**src/rtl/gtp_pll_bringup.sv**
```systemverilog
// Power-up, reset and lock sequencer for the GTPE2_COMMON PLLs.
// Each PLL has its own FSM, counters and registered outputs.
module gtp_pll_bringup #(
  parameter int unsigned NUM_PLL      = 2,
  parameter int unsigned PD_CYCLES    = 64,
  parameter int unsigned RST_CYCLES   = 16,
  parameter int unsigned LOCK_TIMEOUT = 4096,
  parameter int unsigned LOCK_STABLE  = 8,
  parameter int unsigned MAX_RETRIES  = 3
) (
  input  logic                 clk,
  input  logic                 rst,
  input  logic [NUM_PLL-1:0]   enable,
  input  logic [NUM_PLL-1:0]   pll_lock,
  input  logic [NUM_PLL-1:0]   pll_refclklost,
  output logic [NUM_PLL-1:0]   pll_pd,
  output logic [NUM_PLL-1:0]   pll_reset,
  output logic [NUM_PLL-1:0]   pll_lockdet_en,
  output logic [NUM_PLL-1:0]   pll_ready,
  output logic [NUM_PLL-1:0]   pll_fail,
  output logic [4*NUM_PLL-1:0] retry_count
);

  localparam int unsigned CntMax0 = (PD_CYCLES > RST_CYCLES) ? PD_CYCLES : RST_CYCLES;
  localparam int unsigned CntMax  = (CntMax0 > LOCK_TIMEOUT) ? CntMax0 : LOCK_TIMEOUT;
  localparam int unsigned CntW    = $clog2(CntMax + 1);
  localparam int unsigned StabW   = $clog2(LOCK_STABLE + 1);

  typedef enum logic [2:0] {
    StOff, StPwrup, StReset, StWaitLock, StLocked, StFail
  } state_e;

  for (genvar g = 0; g < NUM_PLL; g++) begin : g_pll
    state_e            state_q, state_d;
    logic [CntW-1:0]   cnt_q, cnt_d;
    logic [StabW-1:0]  stab_q, stab_d;
    logic [3:0]        retry_q, retry_d;
    logic              attempt_failed;
    logic              pd_q, reset_q, lden_q, ready_q, fail_q;

    always_comb begin
      state_d        = state_q;
      cnt_d          = cnt_q;
      stab_d         = stab_q;
      retry_d        = retry_q;
      attempt_failed = 1'b0;

      unique case (state_q)
        StOff: begin
          if (enable[g]) begin
            state_d = StPwrup;
            cnt_d   = '0;
            retry_d = '0;
          end
        end
        StPwrup: begin
          if (cnt_q == CntW'(PD_CYCLES - 1)) begin
            state_d = StReset;
            cnt_d   = '0;
          end else begin
            cnt_d = cnt_q + 1'b1;
          end
        end
        StReset: begin
          if (cnt_q == CntW'(RST_CYCLES - 1)) begin
            state_d = StWaitLock;
            cnt_d   = '0;
            stab_d  = '0;
          end else begin
            cnt_d = cnt_q + 1'b1;
          end
        end
        StWaitLock: begin
          stab_d = pll_lock[g] ? stab_q + 1'b1 : '0;
          cnt_d  = cnt_q + 1'b1;
          // Lost reference aborts at once; a completed lock beats a same-cycle timeout.
          if (pll_refclklost[g]) begin
            attempt_failed = 1'b1;
          end else if (pll_lock[g] && (stab_q == StabW'(LOCK_STABLE - 1))) begin
            state_d = StLocked;
          end else if (cnt_q == CntW'(LOCK_TIMEOUT - 1)) begin
            attempt_failed = 1'b1;
          end
        end
        StLocked: begin
          if (!pll_lock[g] || pll_refclklost[g]) attempt_failed = 1'b1;
        end
        StFail: ;
        default: state_d = StOff;
      endcase

      if (attempt_failed) begin
        if (retry_q < 4'(MAX_RETRIES)) begin
          state_d = StReset;
          cnt_d   = '0;
          retry_d = (retry_q == 4'hF) ? retry_q : retry_q + 4'd1;
        end else begin
          state_d = StFail;
        end
      end

      if (!enable[g]) begin
        state_d = StOff;
        cnt_d   = '0;
        stab_d  = '0;
        retry_d = '0;
      end
    end

    always_ff @(posedge clk or posedge rst) begin
      if (rst) begin
        state_q <= StOff;
        cnt_q   <= '0;
        stab_q  <= '0;
        retry_q <= '0;
        pd_q    <= 1'b1;
        reset_q <= 1'b0;
        lden_q  <= 1'b0;
        ready_q <= 1'b0;
        fail_q  <= 1'b0;
      end else begin
        state_q <= state_d;
        cnt_q   <= cnt_d;
        stab_q  <= stab_d;
        retry_q <= retry_d;
        pd_q    <= (state_d == StOff) || (state_d == StFail);
        reset_q <= (state_d == StReset);
        lden_q  <= state_d inside {StPwrup, StReset, StWaitLock, StLocked};
        // Ready trails LOCKED entry by one cycle but drops with the exit edge.
        ready_q <= (state_q == StLocked) && (state_d == StLocked);
        fail_q  <= (state_d == StFail);
      end
    end

    assign pll_pd[g]            = pd_q;
    assign pll_reset[g]         = reset_q;
    assign pll_lockdet_en[g]    = lden_q;
    assign pll_ready[g]         = ready_q;
    assign pll_fail[g]          = fail_q;
    assign retry_count[4*g +: 4] = retry_q;
  end

endmodule

```
**config.mk**
```make
export PLATFORM = sky130hd
export DESIGN_NAME = gtp_pll_bringup
export DESIGN_NICKNAME = d
export VERILOG_FILES = /design/src/rtl/gtp_pll_bringup.sv
export SDC_FILE = /design/constraint.sdc
export NUM_CORES = 1
export LEC_CHECK = 0
export CELL_PAD_IN_SITES_DETAIL_PLACEMENT = 0
export CELL_PAD_IN_SITES_GLOBAL_PLACEMENT = 2
export CORE_ASPECT_RATIO = 0.9
export CORE_UTILIZATION = 37
export CTS_CLUSTER_DIAMETER = 120
export DETAILED_ROUTE_END_ITERATION = 8
export HOLD_SLACK_MARGIN = 0.05
export PLACE_DENSITY = 0.85
export SLEW_MARGIN = 20
export SYNTH_ARGS = -nofsm -noshare
export SYNTH_HDL_FRONTEND = slang
export SYNTH_SLANG_ARGS = --single-unit
```
**constraint.sdc**
```tcl
create_clock -name clk -period 2.4 [get_ports clk]
set_clock_uncertainty 0.15 [all_clocks]
set_input_delay 0.48 -clock clk [delete_from_list [all_inputs] [get_ports clk]]
set_output_delay 0.48 -clock clk [all_outputs]
set_load 0.05 [all_outputs]
```
==> metrics.txt <==
status=finished clean; GRT overflow=0; asr flop ratio synth=1.000; IO Port Bufs=25; GP Congestion=0.7747; Synth top area share=0.4512; antenna violations before repair=0; Max Cap Violations=0; clk slew on worst S/H paths=70 ps; Rows=31; Rel. slew slack=0.6680; total number of vias=2368; CP endpoint kind=flip-flop; Final Hold Vio Count=0; Inst Count DP=454; max incr delay on CP=550 ps; first-pass GRT wire length=10780 um; Clk Latency, worst-skew pair=340 ps; starting density of the core=0.3831; Die ar.=8764 um2; routed wire length=6320 um; fin crit share=0.9682; post-synthesis sequential area ratio=0.4682; minimum clock period=2324 ps; maximum clock insertion buffer count=2; Switching Fraction=0.2370; critical path's slowest cell=or4_4; CTS tree=done; Core ar.=8107 um2; DIE WIDTH=98.57 um; final-report max-slew violation count=0; fmax=0.4304 GHz; EDFF count, synth=0; clock sinks=58; Residual DRC=0; clk root buf=clkbuf_8; top cells by area, synth=dfrtp_1, nor2_1, xnor2_1; Comb power frac=0.063; RSZ-0062 raised after global routing=no; Int Pwr=1.623 mW; final cell count without fillers=471; Worst VDD drop=190.6 uV; Primary FF master, synth=dfrtp_1; Yosys reg bits=58; drt wl/cell=13.42 um; Crit Path Category=flip-flop to flip-flop; boundary pin count=26; Final ANT Viol Nets=0; PwrDens=550.9 nW/um2; Synth warnings=0; # diodes=0; net switching power=504.3 uW; Worst EP arrival=2410 ps; drt pass-1 iters=4; Least-Margin Pin Slew=496.4 ps; Final nets=381; H-tree levels=3; crit-path cells=or4_4 > or4_4 > nor3b_2 > nor3b_2 > a31o_4 > o21a_1; Synth area leader=dfrtp_1; average via count per standard cell=5.028; Layout area overhead=24.38%; clock power share=0.469; number of global-route vias before repair=2242; total CTS buffers=9; Synth Area per Inst=9.766 um2; syn_nets=332; Tot GR Track Use=0.1608; Leakage=1.747 nW; post-synthesis cell count=318; Startpoint Class=flip-flop; Total Power=2.128 mW; die height=88.91 um; Worst Path Required=2480 ps; sequential power share=0.468; count of final setup violators=0; CP top delay family=simple AND/OR/NAND/NOR gates; buffers and inverters on the worst path=0; largest net degree at the start of global routing=35; DP HPWL=4514 um; count of different cell masters after synthesis=60; fin util=0.4765; Hold Path Class=flip-flop to flip-flop; Critical Path Fanout Max=4; DR iter-0 viols=77; layout cells sized above 1=0.1909; Post-Syn Area=3105 um2
## logic make-up (layout without fill, tap and decap cells)
group,after synthesis,after routing,synth area share
AO/OA/AOI/OAI,54,54,0.1205
buffers and inverters,30,84,0.05600
AND/OR/NAND/NOR,142,142,0.2514
XOR/XNOR,26,26,0.07333
multiplexers,2,2,0.006447
flip-flops,58,58,0.4682
adder cells (fa/ha/maj),6,6,0.02417
## area by class of cell
type	instances	area, um2
clock buffers	9	123.9
clock inverters	7	93.84
fillers	733	4244
inverters	10	37.54
multi-input cells	230	1506
flip-flops and latches	58	1454
well taps	99	123.9
repair buffers	58	523.0
## flip-flops by register name, indices dropped and copies added (netlist names)
| name | cells |
|---|---|
| g_pll.cnt_q | 26 |
| g_pll.fail_q | 2 |
| g_pll.lden_q | 2 |
| g_pll.pd_q | 2 |
| g_pll.ready_q | 2 |
| g_pll.reset_q | 2 |
| g_pll.retry_q | 8 |
| g_pll.stab_q | 8 |
| g_pll.state_q | 6 |
## cells in the mapped netlist (all sizes together) (2+ instances only)
cell,count
a21boi,5
a21oi,7
a22o,2
and2,5
and2b,4
and3,11
and3b,4
and4,2
and4b,2
buf,16
clkbuf,4
dfrtp,56
dfstp,2
ha,6
inv,10
mux2i,2
nand2,19
nand2b,6
nand3,13
nand4,5
nand4b,2
nor2,41
nor2b,5
nor3,6
nor3b,3
nor4,3
o211ai,4
o21a,4
o21ai,17
o31a,2
o31ai,3
o41a,2
or3,5
or4,2
xnor2,14
xor2,12
## timing repair
item,in CTS,in global routing
buffers inserted,0,2
hold buffers,0,0
cloned,0,0
pin swaps,1,4
resized for setup,0,6
endpoints found under the hold margin,0,0
endpoints found under the setup margin,1,8
## worst reg2reg max path, stage by stage (launching register included)
cell	delay [ps]
dfrtp_1	380
or4_4	550
or4_4	510
nor3b_2	190
nor3b_2	90
a31o_4	240
o21a_1	100
## routing by layer
metal / part of all wire / GRT usage
met1: 0.52 / 0.2176
met2: 0.44 / 0.2414
met3: 0.026 / 0.05395
met4: 0.015 / 0.05834
met5: 0 / 0
## layout by cell type, fill, tap and decap left out, drive strengths merged, types with 3 or more instances in the layout
cell type | Yosys | routed
buf | 16 | 33
nor2 | 41 | 41
or3 | 5 | 5
o31ai | 3 | 3
and3 | 11 | 11
and2 | 5 | 5
nand2b | 6 | 6
nor3 | 6 | 6
nor3b | 3 | 3
o21a | 4 | 4
clkbuf | 4 | 9
nand3 | 13 | 13
o211ai | 4 | 4
and2b | 4 | 4
a21oi | 7 | 7
clkdlybuf4s50 | 0 | 25
xnor2 | 14 | 14
dfrtp | 56 | 56
ha | 6 | 6
and3b | 4 | 4
clkinv | 0 | 3
nor4 | 3 | 3
nor2b | 5 | 5
nand2 | 19 | 19
a21boi | 5 | 5
xor2 | 12 | 12
o21ai | 17 | 17
nand4 | 5 | 5
inv | 10 | 10
## through the flow
stage | setup TNS (ps) | setup WS (ps) | cell area [um2] | hold WS [ps]
6_report | 0 | 76.31 | 3862 | 325.1
2_1_floorplan | 0 | 150.1 | 3105 | 286.4
3_5_place_dp | -2200 | -211.2 | 3608 | 319.8
5_1_grt | 0 | 0.07816 | 3862 | 349.6
3_3_place_gp | -1424 | -176.0 | 3608 | 318.6
4_1_cts | 0 | 52.33 | 3826 | 328.9
## power groups by stage
stage                     Clock [mW]  Sequential, mW  Combinational [mW]
after floorplan                    0            1.01              0.0854
after global placement             0            1.02               0.136
after detailed placement           0            1.02               0.137
after CTS                       1.03           0.997               0.137
after global routing            1.08           0.997               0.149
final                          0.998           0.997               0.133
## worst paths after layout
path                                    start                  to  slack [ps]  cells past startpoint
setup / recovery           g_pll[1].cnt_q[10]     g_pll[1].lden_q          80                      6
hold / removal             g_pll[0].stab_q[3]  g_pll[0].stab_q[3]         330                      1
setup reg to reg           g_pll[1].cnt_q[10]     g_pll[1].lden_q          80                      6
hold reg to reg            g_pll[0].stab_q[3]  g_pll[0].stab_q[3]         330                      1
max in group asynchronous                 rst       g_pll[0].pd_q        1360                      3
min in group asynchronous                 rst   g_pll[1].cnt_q[3]         360                      3
Power figures use the tool's default switching activity.
